`src/rtl/sevenseg_pkg.sv`:
```
// Shared segment patterns and the code-to-segment decode function for the
// seven-segment scan driver. Patterns are active-high, bit 6 = segment a.
package sevenseg_pkg;

  localparam logic [6:0] SEG_0     = 7'h7E;
  localparam logic [6:0] SEG_1     = 7'h30;
  localparam logic [6:0] SEG_2     = 7'h6D;
  localparam logic [6:0] SEG_3     = 7'h79;
  localparam logic [6:0] SEG_4     = 7'h33;
  localparam logic [6:0] SEG_5     = 7'h5B;
  localparam logic [6:0] SEG_6     = 7'h5F;
  localparam logic [6:0] SEG_7     = 7'h70;
  localparam logic [6:0] SEG_8     = 7'h7F;
  localparam logic [6:0] SEG_9     = 7'h7B;
  localparam logic [6:0] SEG_A     = 7'h77;
  localparam logic [6:0] SEG_B     = 7'h1F;
  localparam logic [6:0] SEG_C     = 7'h4E;
  localparam logic [6:0] SEG_D     = 7'h3D;
  localparam logic [6:0] SEG_E     = 7'h4F;
  localparam logic [6:0] SEG_F     = 7'h47;
  localparam logic [6:0] SEG_DASH  = 7'h01;
  localparam logic [6:0] SEG_BLANK = 7'h00;

  // Codes 10-15 fall back to a dash when hex display is disabled.
  function automatic logic [6:0] seg_decode(input logic [3:0] code, input logic hex_en);
    logic [6:0] pat;
    case (code)
      4'h0:    pat = SEG_0;
      4'h1:    pat = SEG_1;
      4'h2:    pat = SEG_2;
      4'h3:    pat = SEG_3;
      4'h4:    pat = SEG_4;
      4'h5:    pat = SEG_5;
      4'h6:    pat = SEG_6;
      4'h7:    pat = SEG_7;
      4'h8:    pat = SEG_8;
      4'h9:    pat = SEG_9;
      4'hA:    pat = hex_en ? SEG_A : SEG_DASH;
      4'hB:    pat = hex_en ? SEG_B : SEG_DASH;
      4'hC:    pat = hex_en ? SEG_C : SEG_DASH;
      4'hD:    pat = hex_en ? SEG_D : SEG_DASH;
      4'hE:    pat = hex_en ? SEG_E : SEG_DASH;
      default: pat = hex_en ? SEG_F : SEG_DASH;
    endcase
    return pat;
  endfunction

endpackage

```
`src/rtl/sevenseg_scan_if.sv`:
```
// Display-side bundle of the scan driver: digit/dp data, load strobe, enable,
// and the active-low pin outputs plus the frame pulse.
interface sevenseg_scan_if #(
  parameter int unsigned NUM_DIGITS = 4
);

  logic [4*NUM_DIGITS-1:0] digits;
  logic [NUM_DIGITS-1:0]   dp_in;
  logic                    load;
  logic                    enable;
  logic [6:0]              seg;
  logic                    dp;
  logic [NUM_DIGITS-1:0]   an;
  logic                    frame_done;

  modport master (
    output digits,
    output dp_in,
    output load,
    output enable,
    input  seg,
    input  dp,
    input  an,
    input  frame_done
  );

  modport slave (
    input  digits,
    input  dp_in,
    input  load,
    input  enable,
    output seg,
    output dp,
    output an,
    output frame_done
  );

endinterface

```
`src/rtl/sevenseg_dec.sv`:
```
// Combinational digit-code to active-high segment pattern decoder.
module sevenseg_dec #(
  parameter bit HEX_EN = 1'b0
) (
  input  logic [3:0] code_i,
  output logic [6:0] seg_o
);
  import sevenseg_pkg::*;

  always_comb begin
    seg_o = seg_decode(code_i, HEX_EN);
  end

endmodule

```
`src/rtl/sevenseg_scan.sv`:
```
// Time-multiplexed common-anode seven-segment driver with double-buffered
// digits, leading-zero suppression, anode guard interval and registered pins.
module sevenseg_scan #(
  parameter int unsigned NUM_DIGITS  = 4,
  parameter int unsigned REFRESH_DIV = 100000,
  parameter int unsigned GUARD_CYC   = 1000,
  parameter bit          HEX_EN      = 1'b0,
  parameter bit          LZ_BLANK    = 1'b1
) (
  input logic            clk,
  input logic            rst,
  sevenseg_scan_if.slave bus
);
  import sevenseg_pkg::*;

  localparam int unsigned CntW = $clog2(REFRESH_DIV);
  localparam int unsigned IdxW = (NUM_DIGITS > 1) ? $clog2(NUM_DIGITS) : 1;
  localparam int unsigned DigW = 4 * NUM_DIGITS;

  localparam logic [CntW-1:0] CntMax   = CntW'(REFRESH_DIV - 1);
  localparam logic [IdxW-1:0] IdxMax   = IdxW'(NUM_DIGITS - 1);
  localparam logic [CntW-1:0] GuardCnt = CntW'(GUARD_CYC);

  if (NUM_DIGITS < 1) begin : g_chk_digits
    $error("NUM_DIGITS must be at least 1");
  end
  if (REFRESH_DIV < 2) begin : g_chk_div
    $error("REFRESH_DIV must be at least 2");
  end
  if (GUARD_CYC >= REFRESH_DIV) begin : g_chk_guard
    $error("GUARD_CYC must be below REFRESH_DIV");
  end

  logic [CntW-1:0]       cnt_q, cnt_d;
  logic [IdxW-1:0]       idx_q, idx_d;
  logic [DigW-1:0]       shadow_dig_q, shadow_dig_d;
  logic [NUM_DIGITS-1:0] shadow_dp_q, shadow_dp_d;
  logic [DigW-1:0]       active_dig_q, active_dig_d;
  logic [NUM_DIGITS-1:0] active_dp_q, active_dp_d;
  logic                  pending_q, pending_d;
  logic [6:0]            seg_q, seg_d;
  logic                  dp_q, dp_d;
  logic [NUM_DIGITS-1:0] an_q, an_d;
  logic                  frame_done_q, frame_done_d;

  logic                  slot_end;
  logic                  frame_end;
  logic                  an_on;
  logic [3:0]            cur_code;
  logic                  cur_dp;
  logic [6:0]            dec_seg;
  logic [NUM_DIGITS-1:0] blank_mask;
  logic                  upper_zero;

  // Slot and frame sequencing.
  always_comb begin
    slot_end  = (cnt_q == CntMax);
    frame_end = slot_end && (idx_q == IdxMax);
    cnt_d     = slot_end ? '0 : cnt_q + 1'b1;
    idx_d     = idx_q;
    if (slot_end) begin
      idx_d = (idx_q == IdxMax) ? '0 : idx_q + 1'b1;
    end
  end

  // The active buffer only changes on a frame boundary so a frame never tears;
  // a load landing on the boundary itself bypasses the shadow.
  always_comb begin
    shadow_dig_d = shadow_dig_q;
    shadow_dp_d  = shadow_dp_q;
    active_dig_d = active_dig_q;
    active_dp_d  = active_dp_q;
    pending_d    = pending_q;
    if (bus.load) begin
      shadow_dig_d = bus.digits;
      shadow_dp_d  = bus.dp_in;
      pending_d    = 1'b1;
    end
    if (frame_end) begin
      if (bus.load) begin
        active_dig_d = bus.digits;
        active_dp_d  = bus.dp_in;
        pending_d    = 1'b0;
      end else if (pending_q) begin
        active_dig_d = shadow_dig_q;
        active_dp_d  = shadow_dp_q;
        pending_d    = 1'b0;
      end
    end
  end

  // A digit is suppressed when it and all higher digits are zero; digit 0 never is.
  always_comb begin
    blank_mask = '0;
    upper_zero = 1'b1;
    for (int k = int'(NUM_DIGITS) - 1; k >= 0; k--) begin
      upper_zero    = upper_zero && (active_dig_q[4*k +: 4] == 4'h0);
      blank_mask[k] = LZ_BLANK && upper_zero && (k != 0);
    end
  end

  always_comb begin
    cur_code = active_dig_q[{idx_q, 2'b00} +: 4];
    cur_dp   = active_dp_q[idx_q];
  end

  sevenseg_dec #(
    .HEX_EN (HEX_EN)
  ) u_dec (
    .code_i (cur_code),
    .seg_o  (dec_seg)
  );

  // Segments and dp are held dark whenever no anode is driven.
  always_comb begin
    an_on        = bus.enable && (cnt_q >= GuardCnt);
    seg_d        = 7'h7F;
    dp_d         = 1'b1;
    an_d         = '1;
    frame_done_d = frame_end;
    if (an_on) begin
      seg_d       = blank_mask[idx_q] ? ~SEG_BLANK : ~dec_seg;
      dp_d        = ~cur_dp;
      an_d[idx_q] = 1'b0;
    end
  end

  always_ff @(posedge clk) begin
    if (rst) begin
      cnt_q        <= '0;
      idx_q        <= '0;
      shadow_dig_q <= '0;
      shadow_dp_q  <= '0;
      active_dig_q <= '0;
      active_dp_q  <= '0;
      pending_q    <= 1'b0;
      seg_q        <= 7'h7F;
      dp_q         <= 1'b1;
      an_q         <= '1;
      frame_done_q <= 1'b0;
    end else begin
      cnt_q        <= cnt_d;
      idx_q        <= idx_d;
      shadow_dig_q <= shadow_dig_d;
      shadow_dp_q  <= shadow_dp_d;
      active_dig_q <= active_dig_d;
      active_dp_q  <= active_dp_d;
      pending_q    <= pending_d;
      seg_q        <= seg_d;
      dp_q         <= dp_d;
      an_q         <= an_d;
      frame_done_q <= frame_done_d;
    end
  end

  assign bus.seg        = seg_q;
  assign bus.dp         = dp_q;
  assign bus.an         = an_q;
  assign bus.frame_done = frame_done_q;

endmodule

```
`src/flat_wrapper.sv`:
```
// flat-port wrapper written by rule: the top's interface ports become plain ports
module sevenseg_scan_flat import sevenseg_pkg::*;
#(
  parameter int unsigned NUM_DIGITS  = 4,
  parameter int unsigned REFRESH_DIV = 100000,
  parameter int unsigned GUARD_CYC   = 1000,
  parameter bit          HEX_EN      = 1'b0,
  parameter bit          LZ_BLANK    = 1'b1
)
  (clk, rst, bus_digits, bus_dp_in, bus_load, bus_enable, bus_seg, bus_dp, bus_an, bus_frame_done);
  sevenseg_scan_if #(.NUM_DIGITS(NUM_DIGITS)) bus_i ();
  input logic clk;
  input logic rst;
  input wire logic [$bits(bus_i.digits)-1:0] bus_digits;
  input wire logic [$bits(bus_i.dp_in)-1:0] bus_dp_in;
  input wire logic [$bits(bus_i.load)-1:0] bus_load;
  input wire logic [$bits(bus_i.enable)-1:0] bus_enable;
  output wire logic [$bits(bus_i.seg)-1:0] bus_seg;
  output wire logic [$bits(bus_i.dp)-1:0] bus_dp;
  output wire logic [$bits(bus_i.an)-1:0] bus_an;
  output wire logic [$bits(bus_i.frame_done)-1:0] bus_frame_done;
  assign bus_i.digits = bus_digits;
  assign bus_i.dp_in = bus_dp_in;
  assign bus_i.load = bus_load;
  assign bus_i.enable = bus_enable;
  assign bus_seg = bus_i.seg;
  assign bus_dp = bus_i.dp;
  assign bus_an = bus_i.an;
  assign bus_frame_done = bus_i.frame_done;
  sevenseg_scan #(.NUM_DIGITS(NUM_DIGITS), .REFRESH_DIV(REFRESH_DIV), .GUARD_CYC(GUARD_CYC), .HEX_EN(HEX_EN), .LZ_BLANK(LZ_BLANK)) u_core (.clk(clk), .rst(rst), .bus(bus_i));
endmodule
```
`config.mk`:
```
export PLATFORM = sky130hd
export DESIGN_NAME = sevenseg_scan_flat
export DESIGN_NICKNAME = d
export VERILOG_FILES = /design/src/rtl/sevenseg_pkg.sv /design/src/rtl/sevenseg_scan_if.sv /design/src/rtl/sevenseg_dec.sv /design/src/rtl/sevenseg_scan.sv /design/src/flat_wrapper.sv
export SDC_FILE = /design/constraint.sdc
export NUM_CORES = 1
export LEC_CHECK = 0
export ABC_CLOCK_PERIOD_IN_PS = 2500
export CORE_MARGIN = 2
export CORE_UTILIZATION = 50
export CTS_CLUSTER_DIAMETER = 120
export DETAILED_ROUTE_END_ITERATION = 10
export DONT_BUFFER_PORTS = 1
export GPL_TIMING_DRIVEN = 0
export PLACE_DENSITY = 0.62
export REMOVE_ABC_BUFFERS = 1
export SLEW_MARGIN = 5
export SYNTH_ARGS = -nofsm -noshare
export SYNTH_HDL_FRONTEND = slang
export SYNTH_HIERARCHICAL = 1
export SYNTH_SLANG_ARGS = --single-unit
```
`constraint.sdc`:
```
create_clock -name clk -period 2.5 [get_ports clk]
set_clock_uncertainty 0.2 [all_clocks]
set_input_delay 0.5 -clock clk [delete_from_list [all_inputs] [get_ports clk]]
set_output_delay 0.5 -clock clk [all_outputs]
set_load 0.01 [all_outputs]
```
After elaboration in Yosys (flattened, before gate mapping). Memory sizes are Yosys's and may differ from the RTL's. Index checks and enable logic that the tools add are counted.

$add $sub $neg: 2. $lt $le $gt $ge: 3. Eq/ne operators: 2. Shift operators: 1. Mux-type cells: 15. Bitwise operators: 4. Reductions and logical operators: 13.

Operators by type and width (count): $mux 16 (2); $add 17x1->17 const B (1); $eq 17x17->1 const B (1); $ge 17x10->1 const B (1); $shiftx 16x5->4 (1); $logic_not 4->1 (3); $mux 4 (2); $mux 1 (7); $not 7->7 (1); $logic_and 1x1->1 (5); $bmux 1 s2 (2); $not 4->4 (1); $reduce_or 2->1 (2); $lt 2x3->1 const B (1); $reduce_or 3->1 (1); $add 2x1->2 const B (1); $demux 1 s2 (1); $eq 2x2->1 const B (1); $ge 2x1->1 const B (1); $mux 2 (1); $not 1->1 (2); $reduce_and 2->1 (1); $reduce_bool 2->1 (1).

Register bits after elaboration: 73. Bits in read-only memories: 112. Bits of input ports: 24. Output and inout port bits: 13. Logic and storage cells: 52. Memories: 1.

Memories: (name not given) (words 16, bits a word 7, rd ports 1, clocked after memory_dff 0, wr ports 0, RTL line sevenseg_pkg.sv:27) `case (code)`.

Longest topological paths before layout. Gate-level depths: netlist (run 1).

Depth in word-level cells: 6. Depth in mapped cells: 8. Gate-level depth less buffers: 6.

Cells and area by module. Netlist (run 1), hierarchy kept.

Modules (own cells, without submodules): sevenseg_scan (times used 1, cells an instance 281, area an instance 3067.9 um2, sequential area each 1461.4 um2); sevenseg_dec (times used 1, cells an instance 29, area an instance 227.7 um2, sequential area each 0.0 um2).

Least setup slack after synthesis (run 1). No wires, ideal clock.

Kind: flip-flop to flip-flop. Start point: register u_core.idx_q[0]. End point: register u_core.seg_q[3] (netlist: u_core/bus.seg[3]). Library setup time: 0.125 ns. Arrival: 1.758 ns. Required time: 2.175 ns. Path slack: 0.416 ns. Cell stages (with the launch flop): 7. Buffers on the path: 1. Clock period less this slack: 2.084 ns. Cells stage by stage: dfxtp_1 buf_2 mux4_2 ha_1 mux2_2 o22ai_1 nand3_1.

Cells in the longest elaborated chain, start to end: 3. Elaborated cells between the ends (all ways): 6. Those cells by class: shift: 1; mux: 2; bitwise: 1; reduce/logical: 1; memory: 1.

Ends and longest elaborated chain: start: declaration (RTL line sevenseg_scan.sv:35) `logic [IdxW-1:0] idx_q, idx_d;`; start signal: assignment (RTL line sevenseg_scan.sv:143) `idx_q <= idx_d;`; $shiftx 16x5->4 (RTL line sevenseg_scan.sv:103) `cur_code = active_dig_q[{idx_q, 2'b00} +: 4];`; via u_core.cur_code[0] (RTL line sevenseg_scan.sv:49) `logic [3:0] cur_code;`; $mem_v2 16x7; via u_core.dec_seg[3] (RTL line sevenseg_scan.sv:51) `logic [6:0] dec_seg;`; $not 7->7 (RTL line sevenseg_scan.sv:122) `seg_d = blank_mask[idx_q] ? ~SEG_BLANK : ~dec_seg;`; end signal: assignment (RTL line sevenseg_scan.sv:149) `seg_q <= seg_d;`; end: declaration (RTL line sevenseg_scan.sv:41) `logic [6:0] seg_q, seg_d;`.

The timed path passes the listed nets, and every way through them passes these cells. The select of a mux whose other input is x is not followed. A chain may end at the register's enable or synchronous reset.

Worst setup path after layout (run 1).
Start point: register u_core.cnt_q[0]. End point: register u_core.active_dig_q[0].

Cells in the longest elaborated chain, start to end: 3.

Ends and longest elaborated chain: start: declaration (RTL line sevenseg_scan.sv:34) `logic [CntW-1:0] cnt_q, cnt_d;`; start signal: assignment (RTL line sevenseg_scan.sv:142) `cnt_q <= cnt_d;`; $eq 17x17->1 (RTL line sevenseg_scan.sv:57) `slot_end = (cnt_q == CntMax);`; $logic_and 1x1->1 (RTL line sevenseg_scan.sv:58) `frame_end = slot_end && (idx_q == IdxMax);`; $reduce_and 2->1 (no source line); end signal: assignment (RTL line sevenseg_scan.sv:146) `active_dig_q <= active_dig_d;`; end: declaration (RTL line sevenseg_scan.sv:38) `logic [DigW-1:0] active_dig_q, active_dig_d;`.

Every way passes these cells.

==> metrics, run 1 <==
outcome=finished, final reports clean; fraction of layout cells with a size suffix above 1=15.4%; max-slew violation count=0; post-layout util=between 50% and 60%; EDFF count, synth=0; vias after detailed routing=roughly 2.1k; Crit Path Category=reg2reg; IO buf count=0; Total Routed Length=5.74 mm; Die Height=85.2 um; first-pass detailed-route iteration total=4; PD cells=roughly 700 nW/um2; total clock sinks=between 70 and 80; initial antenna violation count=0; Synth Area per Inst=10.6 um2; Initial Util=between 50% and 60%; Pleak=roughly 1.4 nW; Clock transition at path regs=70 ps; final hold vios=0; fill count=~550; top-count cell post-synth=dfxtp_1; CTS max path bufs=2; Seq/Total Area, Yosys=between 40% and 50%; CP bufs+invs=0; worst path arrival time=2390 ps; largest net degree at the start of global routing=48; CTS Buf Count=9; Max Clock Freq=423 MHz; synthesized flop and latch total=73; CTS tree=yes; num rows=29; Comb pwr share=2.1%; Yosys top cell by area=dfxtp_1; wire per inst=between 10 and 15 um; Post-Syn Area=3300 um2; CTS root buf=clkbuf_8; Yosys Warn Count=6; synth cell count leaders=dfxtp_1, nor2_1, mux2i_1, nor2b_1, mux2_4; total negative slack=0 ps; drt drc=0; die footprint=7260 um2; GRT overflow=0; H-tree levels=3; top cells by area, synth=dfxtp_1, mux2_4, mux2i_1; dpl hpwl=3.56 mm; Layout area overhead=8.12%; total core area=~6300 um2; Yosys cell types=44; multi-input logic area=1660 um2; Iter 0 DRT Violations=79; Worst Setup Start Kind=register; Final setup viols=0; Hold Path Class=in2reg; first-pass GRT wire length=roughly 9.6 mm; post-route clock period utilization=94.6%; asr flop ratio synth=0%; Clk network pwr share=51.3%; final non-filler cell total=388; Seq pwr share=46.7%; Antenna diodes=0; die width=around 85 um; peak supply drop=roughly 0.00053 V; placed instance count=370; Tightest Pin Transition=491 ps; P_sw=about 460 uW; CP max stage cell=and4bb_1; vias per cell=between 5 and 6; RSZ-0062 raised after global routing=false; Seq. cell area=approximately 1500 um2; Slew Limit Headroom=67.2%; I/O pins=37; ys flop type=dfxtp_1; Total Routing Usage GR=approximately 17%; routability cong.=0.801; Max Cap Violations=0; internal power=2.11 mW; Crit. End Element=register; Data required, critical path=~2500 ps; minimum clock period=2360 ps; fin nets=342; number of global-route vias before repair=1979; ANT nets after route=0; Worst-Skew Late Latency=340 ps; crit-path max cell delay=510 ps; critical-path cell list=ha_1, nand4_1, and4bb_1, and3b_4, mux2_4; share of the synthesized area in the top cell type=44.3%; Syn Inst Count=310; Switching Share=17.8%; Crit path max-delay family=simple AND/OR/NAND/NOR gates; Crit Path Max Fanout=10
==> power groups by stage <==
stage               registers (mW)  logic, mW  clock network, mW
finish                        1.20     0.0534               1.31
floorplan                     1.22     0.0443                  0
global placement              1.22     0.0502                  0
global route                  1.20     0.0614               1.39
CTS                           1.20     0.0536               1.35
detailed placement            1.22     0.0517                  0
==> cell type report <==
class	count	share of cell area [%]
multi-input cells	208	46.5
flip-flops and latches	73	41.0
clock inverters	5	4.21
clock buffers	11	3.97
well taps	77	2.70
inverters	13	1.37
repair buffers	1	0.281
==> layout by cell type, fill, tap and decap left out, types with 12 or more instances in the layout <==
cell,count
inv_1,13
nor2_1,44
mux2_4,20
nor2b_1,22
xnor2_1,13
mux2i_1,22
nand3_1,13
ha_1,12
dfxtp_1,73
==> registers in the layout, indices dropped and copies added, names as in the netlist <==
signal and flops:
u_core/pending_q 1, u_core/active_dp_q 4, u_core/bus.frame_done 1, u_core/active_dig_q 16, u_core/shadow_dp_q 4, u_core/shadow_dig_q 16, u_core/idx_q 2, u_core/bus.seg 7
u_core/bus.dp 1, u_core/bus.an 4, u_core/cnt_q 17
==> logic make-up after synthesis <==
group	synth area share, %
XOR/XNOR	3.72
adder cells (fa/ha/maj)	4.56
buffers and inverters	5.81
AND/OR/NAND/NOR	18.7
multiplexers	19.6
AO/OA/AOI/OAI	3.34
flip-flops	44.3
==> worst reg2reg max path, stage by stage, from the launching register on <==
cell,delay [ps]
dfxtp_1,400
ha_1,230
nand4_1,170
and4bb_1,510
and3b_4,410
mux2_4,340
==> per-layer routing <==
metal	track usage, %	routed length (um)
met1	23.1	2840
met3	3.60	232
met5	0	0
met4	9.09	101
met2	24.4	2570
==> through the flow <==
stage / hold slack, ps / instance area (um2) / setup slack, ps / total power [mW]
floorplan: 242 / 3150 / 312 / 1.26
global placement: 259 / 3250 / 53.3 / 1.27
detailed placement: 265 / 3250 / 58.5 / 1.27
CTS: 2.54 / 3550 / 30.4 / 2.60
global route: 11.2 / 3560 / 15.3 / 2.65
finish: 31.2 / 3560 / 135 / 2.56
==> timing repair <==
item	in CTS	in global routing
hold buffers	1	0
resized for setup	0	2
setup endpoints to repair	0	20
setup buffers	0	0
endpoints found under the hold margin	1	0
==> final timing paths <==
kind | to | slack, ps | startpoint | depth (start not counted)
worst max-delay path | u_core/active_dig_q[0]$_SDFFE_PP0P_ | 140 | u_core/cnt_q[0]$_SDFF_PP0_ | 5
worst min-delay path | u_core/cnt_q[2]$_SDFF_PP0_ | 30 | rst | 1
worst max register to register | u_core/active_dig_q[0]$_SDFFE_PP0P_ | 140 | u_core/cnt_q[0]$_SDFF_PP0_ | 5
worst min register to register | u_core/cnt_q[0]$_SDFF_PP0_ | 280 | u_core/cnt_q[0]$_SDFF_PP0_ | 1
Power figures use the tool's default switching activity.
==> run 2, diff against run 1 <==
- CORE_UTILIZATION: 50 -> 45
- PLACE_DENSITY: 0.62 -> 0.57
==> metrics, run 2 (synthesized netlist as in run 1, its figures left out) <==
number of global-route vias before repair=1950 (-1.5%); reg-to-reg setup timing slack=130 ps (about the same); fraction of layout cells with a size suffix above 1=15.5% (+0.10 points); Max Clock Freq=421 MHz (-0.37%); CTS root buf=clkbuf_8; vias per cell=5.03 (-5.8%); Slew Limit Headroom=65.9% (-1.3 points); H-tree levels=3 (unchanged); post-route clock period utilization=94.9% (+0.35 points); worst r2r path cells=5 (unchanged); WP depth=5 (unchanged); CP max stage cell=and4bb_1; IO buf count=0 (unchanged); critical-path cell list=ha_1, nand4_1, and4bb_1, and3b_4, mux2_4; Crit Path Category=reg2reg; GRT overflow=0 (unchanged); Power Total=2.47 mW (-3.6%); worst path arrival time=2400 ps (about the same); I/O pins=37 (unchanged); most common cell after layout, fill and taps aside=dfxtp_1; fin nets=341 (-0.29%); Antenna diodes=0 (unchanged); Worst R2R End=u_core/active_dig_q[6]$_SDFFE_PP0P_; Data required, critical path=2530 ps (about the same); total core area=7180 um2 (+13%); final hold vios=0 (unchanged); Layout area overhead=7.86%; routability cong.=0.768 (-4.1%); end of the worst hold path=u_core/cnt_q[2]$_SDFF_PP0_; Top Usage Layer GRT=met2; global-route met1 utilization=20.9% (-2.2 points); crit-path max cell delay=520 ps (about the same); RSZ-0062 raised after global routing=false; Pleak=1.36 nW (-1.4%); total negative slack=0 ps (unchanged); Iter 0 DRT Violations=59 (-25%); FF-to-FF Start=u_core/cnt_q[0]$_SDFF_PP0_; vias after detailed routing=2051 (-0.97%); outcome=finished, final reports clean; ANT nets after route=0 (unchanged); initial antenna violation count=0 (unchanged); Total Routed Length=5.82 mm (+1.3%); peak supply drop=0.000300 V (-43%); total clock sinks=73 (unchanged); drt drc=0 (unchanged); Crit Path Max Fanout=10 (unchanged); Die Height=89.6 um (+5.2%); wire per inst=14.3 um (-3.6%); Tightest Pin Transition=511 ps (+20.0 ps); met3 usage=4.57% (+0.97 points); Final setup viols=0 (unchanged); Hold Path Class=in2reg; CTS tree=yes; Crit. End Element=register; CTS max path bufs=2 (unchanged); Total Routing Usage GR=15.3% (-1.4 points); die width=89.6 um (+5.2%); first-pass detailed-route iteration total=4 (unchanged); worst hold slack=28.0 ps (-3.21 ps); hold_buf cts=0 (-1); max-slew violation count=0 (unchanged); die footprint=8020 um2 (+11%); Worst-Skew Late Latency=340 ps (about the same); Worst Hold Path Cells=1 (unchanged); CP bufs+invs=0 (unchanged); Largest regs=u_core/cnt_q: 17 flops, u_core/active_dig_q: 16 flops, u_core/shadow_dig_q: 16 flops; num rows=31 (+6.9%); Initial Util=45.9% (-6.0 points); most frequent cells in the layout=dfxtp_1, nor2_1, mux2i_1, nor2b_1, mux2_4; global-route track usage on met2=22.8% (-1.6 points); Max Cap Violations=0 (unchanged); first-pass GRT wire length=9.39 mm (-2.0%); Crit path max-delay family=simple AND/OR/NAND/NOR gates; minimum clock period=2370 ps (+8.80 ps); CTS Buf Count=9 (unchanged); PD cells=695 nW/um2 (-3.4%); Hold Startpoint=rst; Top reg by flops=u_core/cnt_q; max FFs per register=17 (unchanged); Worst Setup Start Kind=register; dpl hpwl=3.65 mm (+2.5%); largest net degree at the start of global routing=48 (unchanged); Clock transition at path regs=70 ps (about the same)
[run 2: cell count changes in the layout (fill, tap and decap cells not counted), sizes merged]
cell	change
clkinvlp	+1
bufinv	-1
dlygate4sd3	-1
clkbuf	-1
[run 2: cell type report]
| class | instances | area (um2) |
|---|---|---|
| inverters | 13 | 48.8 |
| clock buffers | 10 | 138 |
| flip-flops and latches | 73 | 1460 |
| well taps | 99 | 124 |
| fillers | 648 | 3620 |
| multi-input cells | 208 | 1660 |
| clock inverters | 5 | 128 |
[run 2: report_power, final]
| group | total (mW) | internal (mW) | switching, mW | leakage, nW |
|---|---|---|---|---|
| registers | 1.20 | 1.19 | 0.00930 | 0.593 |
| clock network | 1.22 | 0.786 | 0.437 | 0.129 |
| logic | 0.0516 | 0.0274 | 0.0242 | 0.636 |
| total | 2.47 | 2.00 | 0.471 | 1.36 |
[run 2: stage by stage]
stage          utilization, %  setup slack [ps]  instances  area (um2)
2_1_floorplan               -               312        293        3150
3_3_place_gp             45.7              62.4        392        3280
3_5_place_dp             45.7              58.7        392        3280
4_1_cts                  49.4              45.3        407        3540
5_1_grt                  49.5              34.0        408        3550
6_report                 49.5               126        408        3550
[run 2: worst max path at each step]
stage / endpoint / startpoint
5_1_grt: u_core/active_dig_q[6]$_SDFFE_PP0P_ / u_core/cnt_q[0]$_SDFF_PP0_
4_1_cts: u_core/active_dig_q[6]$_SDFFE_PP0P_ / u_core/cnt_q[0]$_SDFF_PP0_
3_3_place_gp: u_core/active_dig_q[5]$_SDFFE_PP0P_ / u_core/cnt_q[0]$_SDFF_PP0_
2_1_floorplan: u_core/active_dig_q[0]$_SDFFE_PP0P_ / u_core/cnt_q[0]$_SDFF_PP0_
3_5_place_dp: u_core/active_dig_q[2]$_SDFFE_PP0P_ / u_core/cnt_q[0]$_SDFF_PP0_
6_report: u_core/active_dig_q[6]$_SDFFE_PP0P_ / u_core/cnt_q[0]$_SDFF_PP0_
[run 2: routing by layer]
metal / wire [um] / up-vias / part of all wire [%]
li1: - / 1039 / -
met1: 2980 / 968 / 51
met2: 2530 / 36 / 44
met3: 236 / 8 / 4.1
met4: 69 / 0 / 1.2
met5: 0 / - / 0
[run 2: repair_timing]
action | 4_1_cts | 5_1_grt
buffers inserted | 0 | 0
resized for setup | 0 | 2
setup endpoints to repair | 0 | 20
==> edit 1 (settings of run 1) <==
`HEX_EN` is set to 1'b0 in 3 places; all go to 1'b1.
--- a/src/rtl/sevenseg_dec.sv
+++ b/src/rtl/sevenseg_dec.sv
@@ -1,6 +1,6 @@
 // Combinational digit-code to active-high segment pattern decoder.
 module sevenseg_dec #(
-  parameter bit HEX_EN = 1'b0
+  parameter bit HEX_EN = 1'b1
 ) (
   input  logic [3:0] code_i,
   output logic [6:0] seg_o
--- a/src/rtl/sevenseg_scan.sv
+++ b/src/rtl/sevenseg_scan.sv
@@ -4,7 +4,7 @@
   parameter int unsigned NUM_DIGITS  = 4,
   parameter int unsigned REFRESH_DIV = 100000,
   parameter int unsigned GUARD_CYC   = 1000,
-  parameter bit          HEX_EN      = 1'b0,
+  parameter bit          HEX_EN      = 1'b1,
   parameter bit          LZ_BLANK    = 1'b1
 ) (
   input logic            clk,
--- a/src/flat_wrapper.sv
+++ b/src/flat_wrapper.sv
@@ -4,7 +4,7 @@
   parameter int unsigned NUM_DIGITS  = 4,
   parameter int unsigned REFRESH_DIV = 100000,
   parameter int unsigned GUARD_CYC   = 1000,
-  parameter bit          HEX_EN      = 1'b0,
+  parameter bit          HEX_EN      = 1'b1,
   parameter bit          LZ_BLANK    = 1'b1
 )
   (clk, rst, bus_digits, bus_dp_in, bus_load, bus_enable, bus_seg, bus_dp, bus_an, bus_frame_done);
Check against the original RTL: same outputs for any inputs over 10 cycles, from zero or initial values and one cycle with rst high; that may be too few to reach the edited logic, so the function may still have changed.
==> edit 1 against run 1 <==
Cell area increased by 0.70%; synthesized area increased by 1.9%; critical path type unchanged; wire length increased by 2.2%; setup slack improved by 0.021 ns; fmax increased by 0.91%; core utilization decreased by 0.24 points; non-clock buffer count unchanged; total power decreased by 7.6%; critical endpoint is now u_core/active_dig_q[5]$_SDFFE_PP0P_; sequential cell count unchanged.
==> edit 1: results (changes against run 1) <==
| Quantity | This run | Delta |
|:---|:---|:---|
| Status | complete, no violations |  |
| Multiplexer share of the synthesized area | 21.35% | +1.8 points |
| First-iteration detailed-routing DRC count | 92 | +16% |
| Detailed placement HPWL | 3666 um | +3.0% |
| Per-cell via count in the routed design | 5.278 | -1.1% |
| Sink of the worst hold path | u_core/idx_q[1]$_SDFFE_PP0N_ |  |
| Adder-Cell Fraction of Synth Area | 4.844% | +0.29 points |
| Share of the yosys chip area belonging to registers | 43.52% | -0.83 points |
| Post-CTS Resized | 1 | +1 |
| Critical path data arrival time | 2.37 ns | -0.02 ns |
| Commonest cells in the synthesized netlist | 73 x dfxtp_1, 43 x nor2_1, 24 x mux2i_1 |  |
| Synth Area in Compound Gates | 2.608% | -0.73 points |
| Share of post-route cells with drive strength above 1 | 15.87% | +0.44 points |
| Post-placement worst setup slack | -0.08202 ns | -0.1405 ns |
| Placed cell count | 374 | +1.1% |
| Last element of the critical path | u_core/active_dig_q[5]$_SDFFE_PP0P_ |  |
| Overall Global Routing Usage | 16.87% | +0.13 points |
| Final estimated routing congestion in global placement | 0.8442 | +5.4% |
| Avg Inst Size Synth | 10.69 um^2 | +0.60% |
| Final instance count without filler cells | 392 | +1.0% |
| Worst setup margin | 0.1565 ns | +0.02139 ns |
| Total leakage power | 1.343 nW | -2.5% |
| Vias in the first global route | 2074 | +4.8% |
| Fraction of synthesized cell area in xor and xnor cells | 3.651% | -0.069 points |
| Global-route wire length before repair | 9811 um | +2.4% |
| Biggest area contributors in the synthesized netlist | dfxtp_1 44%, mux2_4 9.4%, mux2i_1 7.2% |  |
| DRT Wirelength | 5865 um | +2.2% |
## edit 1: cell count changes after synthesis, moves of 2 or more
cell,delta
a21o_1,-2
a21oi_1,+3
mux2i_1,+2
nor3_1,+2
o21ai_0,-2
o22ai_1,-3
## edit 1: metal layers
metal	share of wire [%]	track usage, %
met3	3.4	6.449
met1	49	20.88
met4	0.78	4.762
met5	0	0
met2	46	27.41
## edit 1: area by class of cell
class / instances / area, um^2
tap: 77 / 96.34
clock buffer: 11 / 141.4
inverter: 13 / 48.80
clock inverter: 5 / 102.6
fill: 544 / 2834
timing repair buffer: 1 / 10.01
sequential: 73 / 1465
multi-input combinational: 212 / 1724
## edit 1: where the power goes
part           total (mW)  internal [mW]  switching, mW
clock network        1.12          0.689          0.431
registers            1.19           1.18        0.00939
logic              0.0538         0.0285         0.0253
total                2.37           1.90          0.465
## edit 1: worst max-delay path, cell delays in order (launching register included)
cell and delay [ns]:
dfxtp_1 0.39, ha_1 0.24, nand4_1 0.17, and4bb_1 0.49
and3b_4 0.41, mux2_4 0.33
==> edit 2 (flow settings as in run 1) <==
Without the edit above. Make the reset (`rst`) asynchronous in one clocked block.
--- a/src/rtl/sevenseg_scan.sv
+++ b/src/rtl/sevenseg_scan.sv
@@ -125,7 +125,7 @@
     end
   end
 
-  always_ff @(posedge clk) begin
+  always_ff @(posedge clk or posedge rst) begin
     if (rst) begin
       cnt_q        <= '0;
       idx_q        <= '0;
Function: same outputs for any inputs over 10 cycles, from zero or initial values and one cycle with rst high; that may be too few to reach the edited logic, so the function may still have changed.
==> edit 2 against run 1 <==
Cell area up 5.8%; final cell count fell by 11%; critical endpoint is now u_core/active_dig_q[7]$_DFFE_PP0P_; setup slack got worse by 0.016 ns; total power fell by 2.4%; synthesized area increased by 3.3%; wire length shrank 3.4%; non-clock buffer count rose by 3; critical path type unchanged; synthesized cell count is 17% lower; sequential cell count is the same; first-iteration DRC count down 7.6%.
==> edit 2: results (changes against run 1) <==
| Quantity | This run | Delta |
|:---|:---|:---|
| Status | complete, no violations |  |
| Total of plain and repair buffers excluding clock buffers | 4 | +3 |
| Commonest cells in the synthesized netlist | 61 x dfrtp_1, 21 x mux2_2, 20 x mux2_4, 20 x nand2_1 |  |
| Sink of the worst hold path | u_core/pending_q$_DFF_PP0_ |  |
| Worst-path maximum fanout | 11 | +1 |
| Placed cell count | 327 | -12% |
| Hold WS | 0.1119 ns | +0.08072 ns |
| Reg2Reg Launch Point | u_core/cnt_q[0]$_DFF_PP0_ |  |
| Biggest area contributors in the synthesized netlist | dfrtp_1 45%, dfstp_2 9.3%, mux2_4 8.8% |  |
| Area occupied by multi-input gates | 1446 um^2 | -13% |
| Number of fillers in the final layout | 550 | -0.72% |
| Library cells used by synthesis | 39 | -11% |
| Worst-case register-to-register setup slack | 0.12 ns | -0.02 ns |
| Detailed placement HPWL | 3789 um | +6.5% |
| Logic inverters | 11 | -2 |
| Count of cells along the worst register-to-register path | 6 | +1 |
| Final estimated routing congestion in global placement | 0.8727 | +9.0% |
| Hold-critical path depth | 2 | +1 |
| Relative area of non-clock buffer cells in the final design | 1.925% | +1.6 points |
| #MultiIn Comb | 161 | -23% |
| Pin count of the biggest net entering global routing | 51 | +6.3% |
| Vias | 1880 | -9.2% |
| Minimum period implied by the final worst setup slack | 2.381 ns | +0.01560 ns |
| DRT Wirelength | 5543 um | -3.4% |
| Vias in the first global route | 1835 | -7.3% |
| Sequential cell area | 1842 um^2 | +26% |
| Critical path data arrival time | 2.41 ns | +0.02 ns |
| Worst vdd ir | 319.6 uV | -39% |
| Per-cell via count in the routed design | 5.449 | +2.1% |
| CP max stage cell | dfrtp_1 |  |
| Delay of the slowest critical-path stage | 0.42 ns | -0.09 ns |
| Share of synthesized registers carrying an async set or reset | 100.0% | +100 points |
| Avg Inst Size Synth | 13.25 um^2 | +25% |
| Post-CTS Resized | 1 | +1 |
| Global-route wire length before repair | 9211 um | -3.9% |
| First-iteration detailed-routing DRC count | 73 | -7.6% |
| Post-placement worst setup slack | -0.5277 ns | -0.5862 ns |
| Area growth from synthesis to layout | 10.73% |  |
| Post-CTS Repair Setup Buffers | 1 | +1 |
| Final layout net count | 296 | -13% |
| Clock distribution area overhead in the final layout | 7.036% | -1.1 points |
| Start point of the worst min-delay path | bus_load |  |
| Total leakage power | 1.732 nW | +26% |
| Share of post-route cells with drive strength above 1 | 31.70% | +16 points |
-- edit 2: cell families (layout without fill, tap and decap cells) --
| group | Yosys count | count (layout) | share of synthesized area [%] |
|---|---|---|---|
| mux | 47 | 47 | 19.37 |
| flops | 73 | 73 | 54.10 |
| simple gates | 72 | 72 | 11.83 |
| fa+ha+maj | 12 | 12 | 4.410 |
| compound gates | 16 | 16 | 3.161 |
| buf+inv | 23 | 31 | 3.528 |
| xor+xnor | 14 | 14 | 3.602 |
-- edit 2: metal layers --
| layer | vias to the layer above | GRT usage [%] | wire, um |
|---|---|---|---|
| li1 | 905 | - | - |
| met1 | 937 | 24.02 | 2841 |
| met2 | 31 | 21.61 | 2411 |
| met3 | 7 | 6.190 | 204 |
| met4 | 0 | 7.244 | 86 |
| met5 | - | 0 | 0 |
-- edit 2: power by group --
group,switching [mW],internal (mW),leakage (nW)
clock network,0.439,0.765,0.130
registers,0.00737,1.21,0.913
logic,0.0389,0.0369,0.689
total,0.485,2.01,1.73
